`src/rtl/joy_nway.sv`:
```
// joy_nway: N-player joystick direction conditioner.
//
// Each player channel synchronises its raw direction nibble, resolves opposing
// directions (SOCD), optionally restricts to one axis (4-way), and registers
// the result. A per-player strobe marks each change of the conditioned nibble.
//
// Ports
//   clk        system clock (clk_sys)
//   reset      asynchronous, active-high; clears all state
//   socd_mode  0 last-wins, 1 neutral, 2 first-wins, 3 passthrough
//   restrict4  1 = 4-way (one axis only), 0 = 8-way
//   indir      raw directions, player p at [4p+3:4p], {U,D,L,R}, async to clk
//   outdir     conditioned directions, same packing as indir
//   change     one-cycle strobe per player, one cycle after its outdir changes

module joy_nway #(
    parameter int unsigned PLAYERS = 2
) (
    input  logic                   clk,
    input  logic                   reset,
    input  logic [1:0]             socd_mode,
    input  logic                   restrict4,
    input  logic [4*PLAYERS-1:0]   indir,
    output logic [4*PLAYERS-1:0]   outdir,
    output logic [PLAYERS-1:0]     change
);

    localparam logic [1:0] SOCD_LAST    = 2'd0;
    localparam logic [1:0] SOCD_NEUTRAL = 2'd1;
    localparam logic [1:0] SOCD_FIRST   = 2'd2;
    localparam logic [1:0] SOCD_PASS    = 2'd3;

    // Resolve one axis. held/last are {neg,pos} pairs ({L,R} or {U,D}).
    // last is one-hot once both are held, so its inverse is the earlier press.
    function automatic logic [1:0] socd_axis(input logic [1:0] held,
                                             input logic [1:0] last,
                                             input logic [1:0] mode);
        logic [1:0] res;
        res = held;
        if (held == 2'b11) begin
            case (mode)
                SOCD_LAST:    res = last;
                SOCD_NEUTRAL: res = 2'b00;
                SOCD_FIRST:   res = ~last;
                SOCD_PASS:    res = 2'b11;
                default:      res = 2'b00;
            endcase
        end
        return res;
    endfunction

    for (genvar p = 0; p < PLAYERS; p++) begin : g_ch
        logic [3:0] in1_q;
        logic [3:0] in2_q;
        logic [3:0] innew;
        logic [1:0] last_h_q;
        logic [1:0] last_h_d;
        logic [1:0] last_v_q;
        logic [1:0] last_v_d;
        logic       last_ax_q;
        logic       last_ax_d;
        logic [1:0] h_res;
        logic [1:0] v_res;
        logic [3:0] out_d;
        logic [3:0] out_q;
        logic [3:0] out_prev_q;
        logic       change_q;

        always_comb begin
            innew = in1_q & ~in2_q;

            // Look-ahead values: include this cycle's new presses so a
            // simultaneous press resolves immediately instead of going neutral.
            last_h_d = last_h_q;
            if (innew[1]) begin
                last_h_d = 2'b10;
            end else if (innew[0]) begin
                last_h_d = 2'b01;
            end

            last_v_d = last_v_q;
            if (innew[3]) begin
                last_v_d = 2'b10;
            end else if (innew[2]) begin
                last_v_d = 2'b01;
            end

            last_ax_d = last_ax_q;
            if (innew[3] || innew[2]) begin
                last_ax_d = 1'b1;
            end else if (innew[1] || innew[0]) begin
                last_ax_d = 1'b0;
            end

            h_res = socd_axis(in1_q[1:0], last_h_d, socd_mode);
            v_res = socd_axis(in1_q[3:2], last_v_d, socd_mode);

            out_d = {v_res, h_res};
            if (restrict4 && (h_res != 2'b00) && (v_res != 2'b00)) begin
                if (last_ax_d) begin
                    out_d = {v_res, 2'b00};
                end else begin
                    out_d = {2'b00, h_res};
                end
            end
        end

        always_ff @(posedge clk or posedge reset) begin
            if (reset) begin
                in1_q      <= 4'b0000;
                in2_q      <= 4'b0000;
                last_h_q   <= 2'b00;
                last_v_q   <= 2'b00;
                last_ax_q  <= 1'b0;
                out_q      <= 4'b0000;
                out_prev_q <= 4'b0000;
                change_q   <= 1'b0;
            end else begin
                in1_q      <= indir[4*p +: 4];
                in2_q      <= in1_q;
                last_h_q   <= last_h_d;
                last_v_q   <= last_v_d;
                last_ax_q  <= last_ax_d;
                out_q      <= out_d;
                out_prev_q <= out_q;
                change_q   <= (out_q != out_prev_q);
            end
        end

        assign outdir[4*p +: 4] = out_q;
        assign change[p]        = change_q;
    end

endmodule

```
`config.mk`:
```
export PLATFORM = sky130hd
export DESIGN_NAME = joy_nway
export DESIGN_NICKNAME = d
export VERILOG_FILES = /design/src/rtl/joy_nway.sv
export SDC_FILE = /design/constraint.sdc
export NUM_CORES = 1
export LEC_CHECK = 0
export BUFFER_PORTS_ARGS = -buffer_cell sky130_fd_sc_hd__buf_2
export CORE_MARGIN = 5
export CORE_UTILIZATION = 25
export DETAILED_ROUTE_END_ITERATION = 10
export PLACE_DENSITY = 0.47
export SYNTH_ARGS = -nofsm -noshare
export SYNTH_HDL_FRONTEND = slang
export SYNTH_SLANG_ARGS = --single-unit
```
`constraint.sdc`:
```
create_clock -name clk -period 3 [get_ports clk]
set_input_delay 0.3 -clock clk [delete_from_list [all_inputs] [get_ports clk]]
set_output_delay 0.3 -clock clk [all_outputs]
set_load 0.02 [all_outputs]
```
# == Yosys cells after proc, flatten, opt, wreduce, memory -nomap -nowiden ==
# Index checks and enable logic that the tools add are counted.
# word_totals
register_bits,44
latchBits,0
ram_bits,0
rom_bits,0
in_bits,13
out_inout_bits,10
word_cells,70
mem_count,0
# op_classes
n_addsub,0
n_mul,0
n_div,0
order_cmp,0
n_eq_ne,9
shift,0
mux,24
n_bitwise,8
reduce_logical,13
# op_table
op,n
2-bit case mux with 4 select lines,4
2-bit two-way mux,12
4-bit two-way mux,4
"2-bit == test, second input constant",6
4-bit bitwise AND,2
4-bit != test,2
2-bit NOT,4
4-bit NOT,2
2-bit nonzero test,4
1-bit logical AND,4
1-bit logical OR,4
1-bit two-way mux,4
"2-bit by 1-bit == test with 1-bit output, second input constant",1
2-bit zero test,1

# == Depth between registers and ports, before layout ==
# logic_depth
depth_word,11
mapped_depth,7
mapped_depth_nobuf,5

# == Least setup slack after synthesis ==
# No wires, ideal clock.
# synth_timing
path_kind,input-to-reg
from,input socd_mode[1]
to,register g_ch[0].out_q[0]
setup_time_ns,0.139
arrival_ns,1.279
required_time_ns,2.861
setup_slack_ns,1.582
path_stages,6
n_path_buf,1
cell_sequence,buf_6 -> and4b_1 -> o211ai_1 -> a21oi_1 -> a2111oi_2 -> a211oi_1
# synth_via
elab_chain_len,7
elab_cells_between_ends,14
cone_classes,eq/ne: 3; mux: 6; reduce/logical: 5
# synth_lines
item,line,text
start: declaration,21,"input logic [1:0] socd_mode,"
"2-bit == test, or another cell as far along",41,case (mode)
2-bit case mux with 4 select lines,41,
2-bit two-way mux,40,if (held == 2'b11) begin
2-bit nonzero test,99,if (restrict4 && (h_res != 2'b00) && (v_res != 2'b00)) begin
1-bit logical AND (2 in series),99,
4-bit two-way mux *,99,
via g_ch[0].out_d[0],64,logic [3:0] out_d;
end signal: assignment,124,out_q <= out_d;
end: declaration,65,logic [3:0] out_q;
# The timed path passes the listed nets; every way through them passes the cells marked *.

# == Worst setup path after layout ==
# layout_timing
from,register g_ch[0].last_v_q[0]
to,register g_ch[0].out_q[1]
# layout_via
elab_chain_len,8
# layout_lines
item,line,text
start: declaration,58,logic [1:0] last_v_q;
start signal: assignment,122,last_v_q <= last_v_d;
2-bit two-way mux *,84,end else if (innew[2]) begin
2-bit two-way mux *,82,if (innew[3]) begin
2-bit NOT,44,SOCD_FIRST: res = ~last;
2-bit case mux with 4 select lines *,41,
2-bit two-way mux *,40,
2-bit nonzero test *,99,
1-bit logical AND *,99,
4-bit two-way mux *,99,
via g_ch[0].out_d[1],64,
# Marks and branches as above.

==> metrics.yaml <==
synth:
  ys_ff_latch: 44
  synth_edf_count: 0
  ys_seq_area_frac: 0.6111
  synth.net_count: 162
  async_flop_share: 1.000
  synth.top_cells.by_area: "dfrtp_1 (61%), xnor2_1 (7.3%), a211oi_1 (2.9%), inv_1 (2.9%), nand2b_1 (2.8%)"
  synth_ff_type: "dfrtp_1"
  yosys.area.top_type_share: 0.6111
  netlist.top_cell.by_area: "dfrtp_1"
  syn_area_um2: 1802
  yosysWarningCount: 0
  yosys.cell_types.count: 38
  synth.avg_cell_area_um2: 12.09
  netlist_instances: 149
sta:
  finalMaxSlewViolations: 0
  fmax_ghz: 0.6417
  fin_crit_sh: 0.5194
  worst_pin_slew_ns: 0.7821
  relSlewSlack: 0.4754
  finalHoldViolations: 0
  finClkSkew_ns: 0.006379
  tns_ns: 0
  rsz0062_at_grt: "false"
  period_needed_ns: 1.558
  finalSetupViolCount: 0
  fin_ws_ns: 1.442
detailed_routing:
  wl_um: 3218
  detail-route-antenna-nets: 0
  routed_via_density: 4.004
  routedWlPerCell_um: 11.79
  first_iter_violations: 30
  vias: 1093
  drc_errors: 0
  first_pass_iters: 4
clock_network:
  path_clk_slew_ns: 0.08
  htree_levels: 2
  cts.sinks: 44
  cts_buffers: 5
  clkLatencyLatePin_ns: 0.29
  holdBufCountCts: 0
  cts_resized: 0
  ctsRootBufferMaster: "clkbuf_8"
  cts_buffer_depth: 2
  cts_setup_buffers: 0
  cts_tree: "yes"
power:
  power.density_nw_per_um2: 568.8
  switching_share: 0.2609
  p_comb_frac: 0.137
  intPower_w: 0.0008736
  irDropWorstVdd_v: 0.0002131
  switchingPower_w: 0.0003084
  p_clk_frac: 0.288
  p_leak_nw: 0.9055
  seq_power_share: 0.575
grt:
  grt-ovfl-total: 0
  grt_pass1_wl_um: 5299
  grt_use_total: 0.07878
  grt_pass1_vias: 1029
  grt_max_degree: 24
  grt_use_met3: 0.02629
  gr-max-usage-layer: "met1"
  antenna_found_initial: 0
  use_met2: 0.1045
  grt_util_met1: 0.1111
finish:
  fin_util: 0.2912
  regArea_um2: 1101
  multi_input_area_um2: 605.6
  diodes: 0
  final_cell_area_um2: 2078
  area_growth_pct: 15.35
  layout_common_cells: "dfrtp_1 (44), buf_2 (22), xnor2_1 (15)"
  final_common_cell: "dfrtp_1"
  final_nets: 187
  nFillCells: 766
  instances_no_fill: 273
  drive_gt1_frac: 0.1954
place:
  dp_cells: 266
  port_buffers: 22
  placed_cell_area_um2: 2001
  post-place-ws_ns: 1.270
  place_hpwl_um: 2411
  place_congestion: 0.7823
worst_setup_path:
  crit_fanout: 3
  cp-end-kind: "register"
  worst-endpoint-required_ns: 3.15
  timing.rr.start: "g_ch[0].last_v_q[0]"
  worstSetupStartpointType: "register"
  r2r-end: "g_ch[0].out_q[1]"
  r2r_slack_ns: 1.44
  path_class: "register to register"
  cp.arrival_ns: 1.71
  timing.reg2reg.worst_path_depth: 5
floorplan:
  rows: 31
  die_w_um: 94.90
  ios: 23
  core_um2: 7137
  initial_utilization: 0.2525
  die_y_um: 94.90
  dieArea_um2: 9005
worst_hold_path:
  hold_class: "input port to asynchronous set/reset pin"
run_status:
  outcome: "completed"
job:
  cap_violations: 0
[power groups by stage]
stage                     registers [W]  clock network, W  logic, W
after floorplan                0.000697                 0  0.000115
after global placement         0.000691                 0  0.000165
after detailed placement       0.000692                 0  0.000165
after CTS                      0.000681          0.000360  0.000166
after global routing           0.000688          0.000382  0.000181
final                          0.000680          0.000341  0.000162
[synthesized netlist by cell type (all sizes together) (2+ instances only)]
master and instances:
or3 2, and2b 3, a211oi 7, buf 5, a21boi 2, xnor2 15, nand2 6, nor2b 2
inv 14, nand2b 9, and2 2, dfrtp 44, nor3 2, nand4 5, o31a 2, o211ai 2
nand4b 3, a21oi 6, nor2 4
[critical path, cell delays in order (launching register included)]
cell       delay (ns)
dfrtp_1          0.40
and4b_1          0.20
o211ai_1         0.19
a21oi_1          0.10
a2111oi_2        0.40
a211oi_1         0.12
[worst max-delay path by stage]
stage / start / endpoint / depth (start not counted)
final: g_ch[0].last_v_q[0] / g_ch[0].out_q[1] / 5
after global routing: g_ch[0].last_v_q[0] / g_ch[0].out_q[1] / 5
after CTS: g_ch[0].last_v_q[0] / g_ch[0].out_q[1] / 5
after detailed placement: socd_mode[1] / g_ch[0].out_q[1] / 6
after global placement: socd_mode[1] / g_ch[0].out_q[1] / 6
after floorplan: socd_mode[1] / g_ch[0].out_q[0] / 6
[metrics by stage]
step / total power (W) / hold slack (ns)
2_1_floorplan: 0.0008122 / 0.3314
3_3_place_gp: 0.0008566 / 0.3767
3_5_place_dp: 0.0008575 / 0.3823
4_1_cts: 0.001206 / 0.05996
5_1_grt: 0.001252 / 0.08676
6_report: 0.001182 / 0.04713
[sequential cells by signal, summed over array words and instances (netlist names)]
register,cells
g_ch.change_q,2
g_ch.last_v_q,4
g_ch.in1_q,8
g_ch.out_q,8
g_ch.last_ax_q,2
g_ch.last_h_q,4
g_ch.in2_q,8
g_ch.out_prev_q,8
[cell type report]
class | instances | area share
Sequential cell | 44 | 0.5298
Multi-Input combinational cell | 86 | 0.2914
Tap cell | 99 | 0.05960
Timing Repair Buffer | 23 | 0.05659
Clock buffer | 6 | 0.03492
Inverter | 14 | 0.02529
Clock inverter | 1 | 0.002408
[metal layers]
layer | up-vias | part of all wire
li1 | 555 | -
met1 | 508 | 0.50
met2 | 25 | 0.42
met3 | 5 | 0.055
met4 | 0 | 0.021
met5 | - | 0
[cell families after synthesis]
logic type / synth area share
AOI/OAI and AO/OA: 0.1188
DFF: 0.6111
buffers and inverters: 0.05277
xor gates and xnor gates: 0.07778
and+or+nand+nor: 0.1396
(Power assumes the default switching activity.)
